<file path="config.mk">
export PLATFORM = sky130hd
export DESIGN_NAME = ifetch_queue
export DESIGN_NICKNAME = d
export VERILOG_FILES = /design/src/rtl/ifetch_queue.sv
export SDC_FILE = /design/constraint.sdc
export NUM_CORES = 1
export LEC_CHECK = 0
export CAP_MARGIN = 0
export CORE_UTILIZATION = 53
export CTS_CLUSTER_DIAMETER = 30
export DETAILED_ROUTE_END_ITERATION = 12
export GPL_TIMING_DRIVEN = 0
export PLACE_DENSITY = 0.81
export SYNTH_ARGS = -nofsm -noshare
export SYNTH_HDL_FRONTEND = slang
export SYNTH_SLANG_ARGS = --single-unit
</file>
<file path="constraint.sdc">
create_clock -name clk -period 3.4 [get_ports clk]
set_input_delay 0.34 -clock clk [delete_from_list [all_inputs] [get_ports clk]]
set_output_delay 0.34 -clock clk [all_outputs]
set_load 0.03 [all_outputs]
</file>
<file path="src/rtl/ifetch_queue.sv">
// Fetch stage: owns the fetch PC, issues pipelined imem requests and buffers responses for decode.
// Define IFETCH_JAL_PREDECODE_EN to redirect fetch internally on a returned JAL.
module ifetch_queue #(
  parameter int              XLEN     = 32,
  parameter logic [XLEN-1:0] RESET_PC = '0,
  parameter int              DEPTH    = 2
) (
  input  logic            clk,
  input  logic            reset,
  input  logic            redirect,
  input  logic [XLEN-1:0] redirect_pc,
  output logic            imem_req,
  output logic [XLEN-1:0] imem_addr,
  input  logic            imem_gnt,
  input  logic            imem_rvalid,
  input  logic [31:0]     imem_rdata,
  output logic            id_valid,
  output logic [31:0]     id_instr,
  output logic [XLEN-1:0] id_pc,
  input  logic            id_ready
);

  localparam int            PW      = $clog2(DEPTH);
  localparam int            CW      = $clog2(DEPTH + 1);
  localparam logic [CW:0]   DEPTH_C = (CW + 1)'(DEPTH);

  logic [XLEN-1:0] fetch_pc_q, fetch_pc_d;
  logic [XLEN-1:0] resp_pc_q, resp_pc_d;
  logic [CW-1:0]   inflight_q, inflight_d;
  logic [CW-1:0]   drop_cnt_q, drop_cnt_d;
  logic [CW-1:0]   count_q, count_d;
  logic [PW-1:0]   head_q, head_d;
  logic [PW-1:0]   tail_q, tail_d;
  logic [31:0]     instr_q [DEPTH];
  logic [31:0]     instr_d [DEPTH];
  logic [XLEN-1:0] pc_q [DEPTH];
  logic [XLEN-1:0] pc_d [DEPTH];

  logic            credit_ok;
  logic            issue;
  logic            push;
  logic            pop;
  logic [XLEN-1:0] redirect_base;

  // Handshakes: imem request transfers when imem_req & imem_gnt; a response transfers on every
  // imem_rvalid cycle (no back-pressure); decode transfers when id_valid & id_ready.
  assign credit_ok     = ({1'b0, count_q} + {1'b0, inflight_q}) < DEPTH_C;
  assign redirect_base = redirect_pc & ~XLEN'(3);

`ifdef IFETCH_JAL_PREDECODE_EN
  logic            jal_hit;
  logic [XLEN-1:0] jal_target;

  assign jal_hit    = imem_rvalid & (drop_cnt_q == '0) & (imem_rdata[6:0] == 7'b1101111);
  assign jal_target = resp_pc_q + {{(XLEN-21){imem_rdata[31]}}, imem_rdata[31], imem_rdata[19:12],
                                   imem_rdata[20], imem_rdata[30:21], 1'b0};
  assign imem_req   = reset & ~redirect & credit_ok & ~jal_hit;
`else
  assign imem_req   = reset & ~redirect & credit_ok;
`endif

  assign imem_addr = fetch_pc_q;
  assign id_valid  = (count_q != '0);
  assign id_instr  = instr_q[head_q];
  assign id_pc     = pc_q[head_q];

  always_comb begin
    fetch_pc_d = fetch_pc_q;
    resp_pc_d  = resp_pc_q;
    drop_cnt_d = drop_cnt_q;
    head_d     = head_q;
    tail_d     = tail_q;
    instr_d    = instr_q;
    pc_d       = pc_q;

    issue = imem_req & imem_gnt;
    push  = imem_rvalid & (drop_cnt_q == '0) & ~redirect;
    pop   = id_valid & id_ready & ~redirect;

    inflight_d = inflight_q + CW'(issue) - CW'(imem_rvalid);
    if (issue) fetch_pc_d = fetch_pc_q + XLEN'(4);
    if (imem_rvalid && drop_cnt_q != '0) drop_cnt_d = drop_cnt_q - CW'(1);
    if (push) begin
      instr_d[tail_q] = imem_rdata;
      pc_d[tail_q]    = resp_pc_q;
      tail_d          = tail_q + PW'(1);
      resp_pc_d       = resp_pc_q + XLEN'(4);
    end
    if (pop) head_d = head_q + PW'(1);
    count_d = count_q + CW'(push) - CW'(pop);

`ifdef IFETCH_JAL_PREDECODE_EN
    // The JAL itself is queued; only the requests issued after it become stale.
    if (jal_hit) begin
      fetch_pc_d = jal_target;
      resp_pc_d  = jal_target;
      drop_cnt_d = inflight_q - CW'(1);
    end
`endif

    if (redirect) begin
      count_d    = '0;
      head_d     = '0;
      tail_d     = '0;
      fetch_pc_d = redirect_base;
      resp_pc_d  = redirect_base;
      drop_cnt_d = inflight_q - CW'(imem_rvalid);
    end
  end

  always_ff @(posedge clk or negedge reset) begin
    if (!reset) begin
      fetch_pc_q <= RESET_PC;
      resp_pc_q  <= RESET_PC;
      inflight_q <= '0;
      drop_cnt_q <= '0;
      count_q    <= '0;
      head_q     <= '0;
      tail_q     <= '0;
      for (int i = 0; i < DEPTH; i++) begin
        instr_q[i] <= '0;
        pc_q[i]    <= '0;
      end
    end else begin
      fetch_pc_q <= fetch_pc_d;
      resp_pc_q  <= resp_pc_d;
      inflight_q <= inflight_d;
      drop_cnt_q <= drop_cnt_d;
      count_q    <= count_d;
      head_q     <= head_d;
      tail_q     <= tail_d;
      instr_q    <= instr_d;
      pc_q       <= pc_d;
    end
  end

endmodule

</file>
# Word-level counts from Yosys, hierarchy flattened
# Index checks and enable logic that the tools add are counted.
classes:
  n_addsub: 11
  magnitude_cmp: 4
  muxes: 21
  bitwise: 10
  n_reduce_logical: 9
ops:
  columns: ["operator", "n"]
  rows:
  - ["2-to-1 mux 32 bit", 11]
  - ["bitwise mux 64 bit", 2]
  - ["adder 32 x 3 -> 32 bit, second input constant", 2]
  - ["demux 32 bit (select 1 bit)", 1]
  - ["nonzero test 2 bit", 6]
  - ["AND 1 bit", 7]
  - ["2-to-1 mux 2 bit", 3]
  - ["subtractor 2 x 1 -> 2 bit", 3]
  - ["adder 2 x 1 -> 2 bit", 2]
  - ["greater-or-equal comparator 2 bit, second input constant", 2]
  - ["2-to-1 mux 1 bit", 4]
  - ["inverter 1 -> 2 bit", 2]
  - ["adder 2 x 2 -> 3 bit", 1]
  - ["< comparator 3 x 2 -> 1 bit, second input constant", 1]
  - ["adder 1 bit, second input constant", 2]
  - ["logical AND 1 bit", 2]
  - ["logical NOT 2 bit", 1]
  - ["< comparator 2 x 1 -> 1 bit, second input constant", 1]
  - ["subtractor 2 x 1 -> 2 bit, second input constant", 1]
  - ["inverter 1 bit", 1]
word_totals:
  reg_bits: 200
  out_inout_bits: 98
  wordCells: 66

# Longest topological paths before layout
# Gate-level depths: netlist of the first run.
depth:
  word_depth: 6
  depth_mapped: 12

# Worst setup path after synthesis of the first run
# No wires, ideal clock.
synth_path:
  kind: "flip-flop to flip-flop"
  from: "register inflight_q[0]"
  to: "register inflight_q[1]"
  arrival_time_ps: 3085
  path_slack_ps: 192
  path_stages_with_launch: 13
  path_buffers: 2
  cell_sequence: "dfrtp_1 and2_1 fa_1 nor4b_2 and2_1 buf_6 inv_1 clkbuf_1 ha_1 inv_1 ha_1 xnor2_1 xnor2_1"
synth_via:
  elab_chain_len: 6
synth_lines:
  columns: ["item", "line_no", "source"]
  rows:
  - ["from (decl)", "29", "logic [CW-1:0] inflight_q, inflight_d;"]
  - ["from (signal assigned)", "127", "inflight_q <= inflight_d;"]
  - ["adder 2 x 2 -> 3 bit", "47", "assign credit_ok = ({1'b0, count_q} + {1'b0, inflight_q}) < DEPTH_C;"]
  - ["< comparator 3 x 2 -> 1 bit", "47", null]
  - ["AND 1 bit", "59", "assign imem_req = reset & ~redirect & credit_ok;"]
  - ["named net imem_req", "12", "output logic imem_req,"]
  - ["AND 1 bit", "76", "issue = imem_req & imem_gnt;"]
  - ["adder 2 x 1 -> 2 bit", "80", "inflight_d = inflight_q + CW'(issue) - CW'(imem_rvalid);"]
  - ["subtractor 2 x 1 -> 2 bit", "80", null]
  - ["named net inflight_d[1]", "29", null]
# The timed path passes the listed nets, and every way through them passes these cells.
# A chain may end at the register's enable or synchronous reset.

# Worst setup path in the final report of the first run
layout_path:
  from: "register inflight_q[0]"
  to: "register inflight_q[1]"
layout_via:
  elab_chain_len: 6
layout_lines:
  columns: ["item", "line_no"]
  rows:
  - ["adder 2 x 2 -> 3 bit", "47"]
  - ["< comparator 3 x 2 -> 1 bit", "47"]
  - ["AND 1 bit", "59"]
  - ["AND 1 bit", "76"]
  - ["adder 2 x 1 -> 2 bit (*)", "80"]
  - ["subtractor 2 x 1 -> 2 bit (*)", "80"]
  - ["named net inflight_d[1]", "29"]
# The timed path passes the listed nets; every way through them passes the cells marked *.

==> impl_metrics.ini, run 1 <==
[floorplanning]
row_count = 47
die_area_um2 = 17800
coreArea_um2 = 16700
floorplan.initialDensity_pct = 54.7
floorplan.die.height_um = 133
ios = 168
die_w_um = 133

[synth]
yosys_warnings = 0
synth.top_cell.area_share_pct = 52.6
avgSynthCellArea_um2 = 12.2
synth_cell_type_count = 48
async_flop_share_pct = 100
ys.flop_type = dfrtp_1
yosysMostFrequentCell = dfrtp_1
synth_seq_cells = 192
yosys-top-cells-count = 192 x dfrtp_1, 190 x mux2_2, 54 x nand2_1
synthTopCellsByArea = dfrtp_1 53%, mux2_2 23%, nand2_1 2.2%, xor2_1 2.2%, o21ai_0 1.8%
syn_area_um2 = 9140
synth_cells = 750
yosysTopAreaCell = dfrtp_1
yosysSeqAreaShare_pct = 52.6
synth-edff-count = 0

[timing]
period_minus_slack_ns = 3.14
drv_slew = 0
hold_viol = 0
fmax_ghz = 0.319
rsz0062_at_grt = no
slew_headroom_pct = 38.7
tightestPinTransition_ns = 0.911
finalCritPeriodShare_pct = 92.3
fin_skew_ns = 0.00894
finalSetupViolations = 0
holdWs_ns = 0.501

[setup_path]
endpoint_kind = register
start_kind = register
worstPathArrival_ns = 3.50
r2r-end = inflight_q[1]$_DFF_PN0_
path_class = reg2reg
rr_startpoint = inflight_q[0]$_DFF_PN0_
r2r_setup_slack_ns = 0.26
cp.required_ns = 3.76
critPathMaxFanout = 10
reg2reg_depth = 12

[cts]
ctsRootBufferMaster = clkbuf_16
cts-buffers-inserted = 17
clk_path_buf_depth = 2
cts_tree = yes
path_clk_slew_ns = 0.07
cts_setup_buffers = 0
cts.sinks = 192
worstSkewPairLatency_ns = 0.43
h-tree-depth = 4

[job]
drv_cap = 0

[global_route]
grt_first_pass_wirelength_um = 34700
grt_overflow_total = 0
antenna_found_initial = 0
grt_max_degree = 123
grt_pass1_vias = 6500
grt_usage_pct = 25.5

[detailed_routing]
ant_nets = 0
wire_per_inst_um = 19.0
drtIter0Drc = 423
vias = 6673
drtPass1Iterations = 5
routed_wl_um = 22200
routed_via_density = 5.72
drcViolationCount = 0

[power]
ir_drop_uv = 445
power_density_nw_per_um2 = 789
leakagePower_nw = 4.96
finalPower_w = 0.00924

[status]
status = completed

[worst_hold_path]
hold_path_end = pc_q[18]$_DFFE_PN0P_
min-delay-start = pc_q[18]$_DFFE_PN0P_
hp-class = reg2reg
hold_depth = 1

[finish]
drive_above_1_share_pct = 24.8
antenna_cells = 0
area_growth_pct = 28.1
nets = 1016

[placement]
io_buffers = 161
finalWeightedCongestion = 0.933
place_hpwl_um = 15200
cell usage in the layout (no fill, tap or decap), types with 4 or more instances in the layout:
| master | synthesis | routed |
|---|---|---|
| o211ai_1 | 13 | 13 |
| nor4_1 | 6 | 6 |
| and3_1 | 11 | 11 |
| ha_1 | 8 | 8 |
| xnor2_1 | 18 | 18 |
| o21ai_0 | 33 | 33 |
| buf_4 | 4 | 4 |
| a21oi_1 | 13 | 13 |
| clkbuf_1 | 27 | 32 |
| and4_1 | 4 | 4 |
| mux2_2 | 190 | 190 |
| dfrtp_1 | 192 | 192 |
| xor2_1 | 23 | 23 |
| nand2_1 | 54 | 54 |
| nor2_1 | 31 | 31 |
| nand3b_1 | 4 | 4 |
| conb_1 | 1 | 4 |
| clkbuf_16 | 0 | 18 |
| nand3_1 | 31 | 31 |
| clkdlybuf4s50_1 | 0 | 160 |
| nor3_1 | 4 | 4 |
| o311ai_0 | 9 | 9 |
| inv_1 | 14 | 14 |
| nand4_1 | 19 | 19 |
layout make-up:
cell class | count | area, µm²
sequential | 192 | 4800
clock buffer | 23 | 458
timing repair buffer | 165 | 1710
buffer | 38 | 181
fill | 1215 | 4990
multi-input combinational | 509 | 4120
clock inverter | 6 | 110
inverter | 14 | 52.6
tap | 220 | 275
report_power, final:
part	switching, W	leakage [nW]	total [W]	internal (W)
Sequential	0.000450	2.40	0.00346	0.00301
Combinational	0.00190	2.29	0.00379	0.00188
Clock	0.000823	0.269	0.00199	0.00116
Total	0.00318	4.96	0.00924	0.00606
sequential cells by signal, indices dropped and copies added, names as in the netlist:
name and count:
pc_q 60, inflight_q 2, tail_q 1, imem_addr 30, resp_pc_q 30, count_q 2
head_q 1, drop_cnt_q 2, instr_q 64
stage by stage:
step	cells	instance area, µm²	utilization (%)	TNS, ns	setup WS, ns
CTS	1166	11700	69.9	0	0.104
finish	1167	11700	70.1	0	0.260
global placement	1134	11000	66.1	-1330.26	-6.58
global route	1167	11700	70.1	0	0.0866
floorplan	753	9150	-	0	0.192
detailed placement	1135	11100	66.3	-0.193	-0.185
critical path, stage by stage (launching register included):
cell	delay, ns
dfrtp_1	0.40
and2_1	0.18
fa_1	0.49
nor4b_4	0.38
and2_1	0.19
buf_6	0.14
inv_1	0.10
clkbuf_1	0.29
ha_1	0.37
inv_1	0.04
ha_1	0.17
xnor2_1	0.16
xnor2_1	0.13
layer usage:
layer | up-vias | routed length (µm) | global-route usage (%)
li1 | 3062 | - | -
met5 | - | 0 | 0
met3 | 32 | 1460 | 5.06
met2 | 271 | 10100 | 38.4
met4 | 0 | 406 | 9.22
met1 | 3308 | 10200 | 36.7
worst max-delay path by stage:
| stage | start | end | slack [ns] |
|---|---|---|---|
| global route | inflight_q[0]$_DFF_PN0_ | inflight_q[1]$_DFF_PN0_ | 0.09 |
| global placement | reset | inflight_q[1]$_DFF_PN0_ | -6.58 |
| finish | inflight_q[0]$_DFF_PN0_ | inflight_q[1]$_DFF_PN0_ | 0.26 |
| floorplan | inflight_q[0]$_DFF_PN0_ | inflight_q[1]$_DFF_PN0_ | 0.19 |
| detailed placement | reset | inflight_q[1]$_DFF_PN0_ | -0.19 |
| CTS | reset | inflight_q[1]$_DFF_PN0_ | 0.10 |
cells by family after synthesis:
kind of cell | synth area share, %
buffers and inverters | 2.56
other | 0.0410
multiplexers | 23.5
AND/OR/NAND/NOR | 10.3
adder cells (fa/ha/maj) | 1.31
flip-flops | 52.6
XOR/XNOR | 3.93
AO/OA/AOI/OAI | 5.72
what timing repair did:
| item | in CTS | in global routing |
|---|---|---|
| endpoints found under the setup margin | 0 | 1 |
| hold endpoints to repair | 71 | 0 |
| resized for setup | 0 | 1 |
| hold buffers | 2 | 0 |
No activity file was read; power rests on OpenSTA's default activity.
==> run 2: changes to the inputs <==
--- a/config.mk
+++ b/config.mk
@@ -6,11 +6,13 @@
 export NUM_CORES = 1
 export LEC_CHECK = 0
 export CAP_MARGIN = 0
-export CORE_UTILIZATION = 53
+export CELL_PAD_IN_SITES_DETAIL_PLACEMENT = 0
+export CELL_PAD_IN_SITES_GLOBAL_PLACEMENT = 1
+export CORE_UTILIZATION = 42
 export CTS_CLUSTER_DIAMETER = 30
 export DETAILED_ROUTE_END_ITERATION = 12
 export GPL_TIMING_DRIVEN = 0
-export PLACE_DENSITY = 0.81
+export PLACE_DENSITY_LB_ADDON = 0.1
 export SYNTH_ARGS = -nofsm -noshare
 export SYNTH_HDL_FRONTEND = slang
 export SYNTH_SLANG_ARGS = --single-unit
==> impl_metrics.ini, run 2 (same netlist as run 1, synthesis figures left out) <==
[cts]
cts.sinks = 192
ctsRootBufferMaster = clkbuf_16
cts_tree = yes
cts_setup_buffers = 0
clk_path_buf_depth = 2
worstSkewPairLatency_ns = 0.43
h-tree-depth = 4
cts-buffers-inserted = 17
path_clk_slew_ns = 0.08

[worst_hold_path]
hp-class = in2async

[global_route]
grt_overflow_total = 0
antenna_found_initial = 0
grt_first_pass_wirelength_um = 36700
grt_usage_pct = 21.6
grt_max_degree = 117
grt_pass1_vias = 6906

[placement]
io_buffers = 161
dpl.cell_count = 1190
finalWeightedCongestion = 0.896
place_hpwl_um = 16500

[setup_path]
worstPathCellList = and2_1 -> fa_1 -> nor4b_4 -> and2_1 -> buf_6 -> inv_1 -> clkbuf_1 -> ha_1 -> inv_1 -> ha_1 -> xnor2_1 -> xnor2_1
start_kind = register
path_class = reg2reg
endpoint_kind = register
max_stage_delay_ns = 0.47
critPathMaxFanout = 10
crit_slowest_cell = fa_1
worstPathArrival_ns = 3.54
cp.required_ns = 3.75

[detailed_routing]
drtIter0Drc = 220
routed_wl_um = 23000
vias = 6547
drtPass1Iterations = 4
routed_via_density = 5.34
drcViolationCount = 0
ant_nets = 0
wire_per_inst_um = 18.7

[finish]
register_area_um2 = 4800
nets = 1016
top_register = instr_q
final_common_cell = dfrtp_1
drive_above_1_share_pct = 25.4
largest_reg_flops = 64
multi_input_area_um2 = 4120
fill_cells = 1795
largestRegisters = instr_q (64), pc_q (60)
final_cell_mix = 192 x dfrtp_1, 190 x mux2_2, 160 x clkdlybuf4s50_1
antenna_cells = 0
area_growth_pct = 28.9
stdcell_count = 1225

[timing]
holdWs_ns = -0.0499
hold_viol = 17
drv_slew = 0
tightestPinTransition_ns = 0.956
finalSetupViolations = 0
slew_headroom_pct = 35.7
fmax_ghz = 0.314
finalCritPeriodShare_pct = 93.7
rsz0062_at_grt = no
fin_skew_ns = 0.0170
period_minus_slack_ns = 3.19

[status]
status = finished with violations
violations = negative hold slack

[floorplanning]
row_count = 53
floorplan.initialDensity_pct = 43.2
ios = 168
floorplan.die.height_um = 150
coreArea_um2 = 21200
die_w_um = 150
die_area_um2 = 22400

[power]
ir_drop_uv = 335
leakagePower_nw = 4.97
power_density_nw_per_um2 = 779

[job]
drv_cap = 0
[run 2: timing repair]
item | 4_1_cts | 5_1_grt
setup endpoints to repair | 0 | 1
hold buffers | 3 | 0
hold endpoints to repair | 77 | 0
resized for setup | 0 | 1
[run 2: where the power goes]
part	internal, W	switching [W]
clock network	0.00105	0.000902
registers	0.00301	0.000433
logic	0.00188	0.00190
[run 2: area by class of cell]
type / instances / area share (%)
sequential: 192 / 40.8
multi-input combinational: 509 / 35.0
timing repair buffer: 165 / 14.5
clock buffer: 20 / 3.79
tap: 275 / 2.92
buffer: 38 / 1.54
clock inverter: 12 / 1.06
inverter: 14 / 0.446
[run 2: worst max-delay path, delay by kind of cell, from the launching register on]
family / cells / cell delay [ns]
fa+ha+maj: 3 / 1.02
simple gates: 3 / 0.74
xor+xnor: 2 / 0.31
buf+inv: 4 / 0.60
flops: 1 / 0.39
[run 2: worst paths after layout]
path                                            to  slack (ns)  cells past startpoint                    start
max                        inflight_q[1]$_DFF_PN0_        0.21                     12  inflight_q[0]$_DFF_PN0_
min                         instr_q[6]$_DFFE_PN0P_       -0.05                      2                    reset
max reg2reg                inflight_q[1]$_DFF_PN0_        0.21                     12  inflight_q[0]$_DFF_PN0_
min reg2reg                   pc_q[30]$_DFFE_PN0P_        0.49                      2     pc_q[30]$_DFFE_PN0P_
max in group asynchronous  instr_q[41]$_DFFE_PN0P_        2.58                      3                    reset
min in group clk              pc_q[30]$_DFFE_PN0P_        0.49                      2     pc_q[30]$_DFFE_PN0P_
[run 2: stage by stage]
step / TNS [ns] / worst slack [ns] / cell area, µm² / util, % / total power [W]
floorplan: 0 / 0.192 / 9150 / - / 0.00583
finish: 0 / 0.214 / 11800 / 55.7 / 0.00918
global route: 0 / 0.00972 / 11800 / 55.7 / 0.00968
detailed placement: -0.499 / -0.351 / 11100 / 52.7 / 0.00728
global placement: -1299.99 / -6.55 / 11100 / 52.5 / 0.00717
CTS: 0 / 0.0714 / 11800 / 55.7 / 0.00927
[run 2: per-layer routing]
| layer | routed length (µm) | track usage [%] |
|---|---|---|
| met1 | 10800 | 29.6 |
| met2 | 10800 | 34.6 |
| met3 | 1130 | 3.84 |
| met4 | 242 | 7.04 |
| met5 | 0 | 0 |
==> run 3: changes to the inputs <==
--- a/config.mk
+++ b/config.mk
@@ -11,7 +11,6 @@
 export CORE_UTILIZATION = 42
 export CTS_CLUSTER_DIAMETER = 30
 export DETAILED_ROUTE_END_ITERATION = 12
-export GPL_TIMING_DRIVEN = 0
 export PLACE_DENSITY_LB_ADDON = 0.1
 export SYNTH_ARGS = -nofsm -noshare
 export SYNTH_HDL_FRONTEND = slang
==> impl_metrics.ini, run 3 (same netlist as run 1, synthesis figures left out) <==
[status]
status = completed

[cts]
clk_path_buf_depth = 2
path_clk_slew_ns = 0.07
cts_setup_buffers = 0
ctsHoldBuffers = 0
cts.sinks = 192
worstSkewPairLatency_ns = 0.43
cts_tree = yes
h-tree-depth = 4
cts-buffers-inserted = 17
ctsRootBufferMaster = clkbuf_16
cts_resized = 0

[finish]
drive_above_1_share_pct = 26.8
largest_reg_flops = 64
largestRegisters = instr_q (64), pc_q (60)
final_common_cell = dfrtp_1
stdcell_count = 1196
final_cell_mix = 191 x dfrtp_1, 190 x mux2_2, 159 x clkdlybuf4s50_1
area_growth_pct = 27.1
nets = 987
top_register = instr_q
antenna_cells = 0

[detailed_routing]
vias = 6466
routed_wl_um = 21800
ant_nets = 0
wire_per_inst_um = 18.2
drcViolationCount = 0
drtPass1Iterations = 5
routed_via_density = 5.41
drtIter0Drc = 297

[setup_path]
cp_num_cells = 4
r2r_setup_slack_ns = 0.49
worstPathCellList = and2_1 -> fa_1 -> nor4b_2 -> clkdlybuf4s50_1
crit_family = buffers and inverters
max_stage_delay_ns = 0.77
reg2reg_depth = 8
critPathMaxFanout = 5
path_class = reg2out
setup.worst_path.start = inflight_q[0]$_DFF_PN0_
endpoint = imem_req
worstPathArrival_ns = 2.70
r2r-end = imem_addr[27]$_DFFE_PN0P_
cp.required_ns = 3.06
endpoint_kind = primary output
start_kind = register
cp_num_buf_inv = 1
rr_startpoint = inflight_q[0]$_DFF_PN0_
crit_slowest_cell = clkdlybuf4s50_1

[timing]
hold_viol = 0
fmax_ghz = 0.329
tns_ns = 0
period_minus_slack_ns = 3.04
slew_headroom_pct = 27.5
rsz0062_at_grt = no
fin_skew_ns = 0.0135
finalSetupViolations = 0
finalCritPeriodShare_pct = 89.4
drv_slew = 0
tightestPinTransition_ns = 1.09

[job]
drv_cap = 0

[power]
power_density_nw_per_um2 = 781
clock_power_share_pct = 20.7
power_frac_seq_pct = 38.2
p_int_w = 0.00584
leakagePower_nw = 4.90
comb_power_share_pct = 41.2
ir_drop_uv = 340
swShare_pct = 35.6
p_sw_w = 0.00323

[placement]
place_hpwl_um = 15000
finalWeightedCongestion = 0.885
io_buffers = 161
dpl.cell_count = 1164

[floorplanning]
coreArea_um2 = 21200
row_count = 53
floorplan.die.height_um = 150
floorplan.initialDensity_pct = 43.2
die_area_um2 = 22400
die_w_um = 150
ios = 168

[global_route]
grt_pass1_vias = 6595
grt_overflow_total = 0
grt_usage_pct = 20.3
grt_max_degree = 84
antenna_found_initial = 0
grt_first_pass_wirelength_um = 35000

[worst_hold_path]
hp-class = in2async
[run 3: worst min-delay path by stage]
stage / from / endpoint / slack (ns) / cells after the start
after floorplan: reset / count_q[0]$_DFF_PN0_ / 0.04 / 0
after global placement: pc_q[30]$_DFFE_PN0P_ / pc_q[30]$_DFFE_PN0P_ / 0.46 / 2
after detailed placement: pc_q[30]$_DFFE_PN0P_ / pc_q[30]$_DFFE_PN0P_ / 0.47 / 2
after CTS: reset / instr_q[3]$_DFFE_PN0P_ / 0.09 / 2
after global routing: reset / instr_q[5]$_DFFE_PN0P_ / 0.14 / 2
final: reset / instr_q[38]$_DFFE_PN0P_ / 0.08 / 2
[run 3: cell type report]
cell class | count | area, µm²
Clock buffer | 18 | 429
Sequential cell | 192 | 4810
Tap cell | 275 | 344
Clock inverter | 14 | 124
Fill cell | 1817 | 9540
Multi-Input combinational cell | 509 | 4120
Inverter | 14 | 52.6
Timing Repair Buffer | 174 | 1740
[run 3: worst register-to-register path, cell delays in order (launching register included)]
cell	delay (ns)
dfrtp_1	0.40
and2_1	0.17
fa_1	0.45
nor4b_2	0.47
and2_1	0.40
inv_1	0.10
buf_4	0.23
or4_1	0.53
nand3_1	0.10
[run 3: routing by layer]
layer	up-vias	GRT usage [%]	share of wire (%)
li1	3011	-	-
met1	3220	28.5	47
met2	219	32.1	46
met3	16	3.93	5.1
met4	0	5.46	1.1
met5	-	0	0
[run 3: per-stage QoR]
| step | worst slack, ns | power, W | util [%] | instance area [µm²] | hold WS [ns] |
|---|---|---|---|---|---|
| after floorplan | 0.192 | 0.00583 | - | 9150 | 0.0444 |
| after global placement | 0.564 | 0.00714 | 52.3 | 11100 | 0.462 |
| after detailed placement | 0.507 | 0.00727 | 52.3 | 11100 | 0.467 |
| after CTS | 0.336 | 0.00918 | 54.9 | 11600 | 0.0929 |
| after global routing | 0.250 | 0.00957 | 54.9 | 11600 | 0.139 |
| final | 0.359 | 0.00907 | 54.9 | 11600 | 0.0755 |
[run 3: power groups by stage]
stage               clock network, W  logic, W  registers [W]
global route                 0.00204   0.00396        0.00357
CTS                          0.00194   0.00378        0.00347
floorplan                          0   0.00239        0.00343
detailed placement                 0   0.00376        0.00351
global placement                   0   0.00370        0.00344
finish                       0.00188   0.00373        0.00346
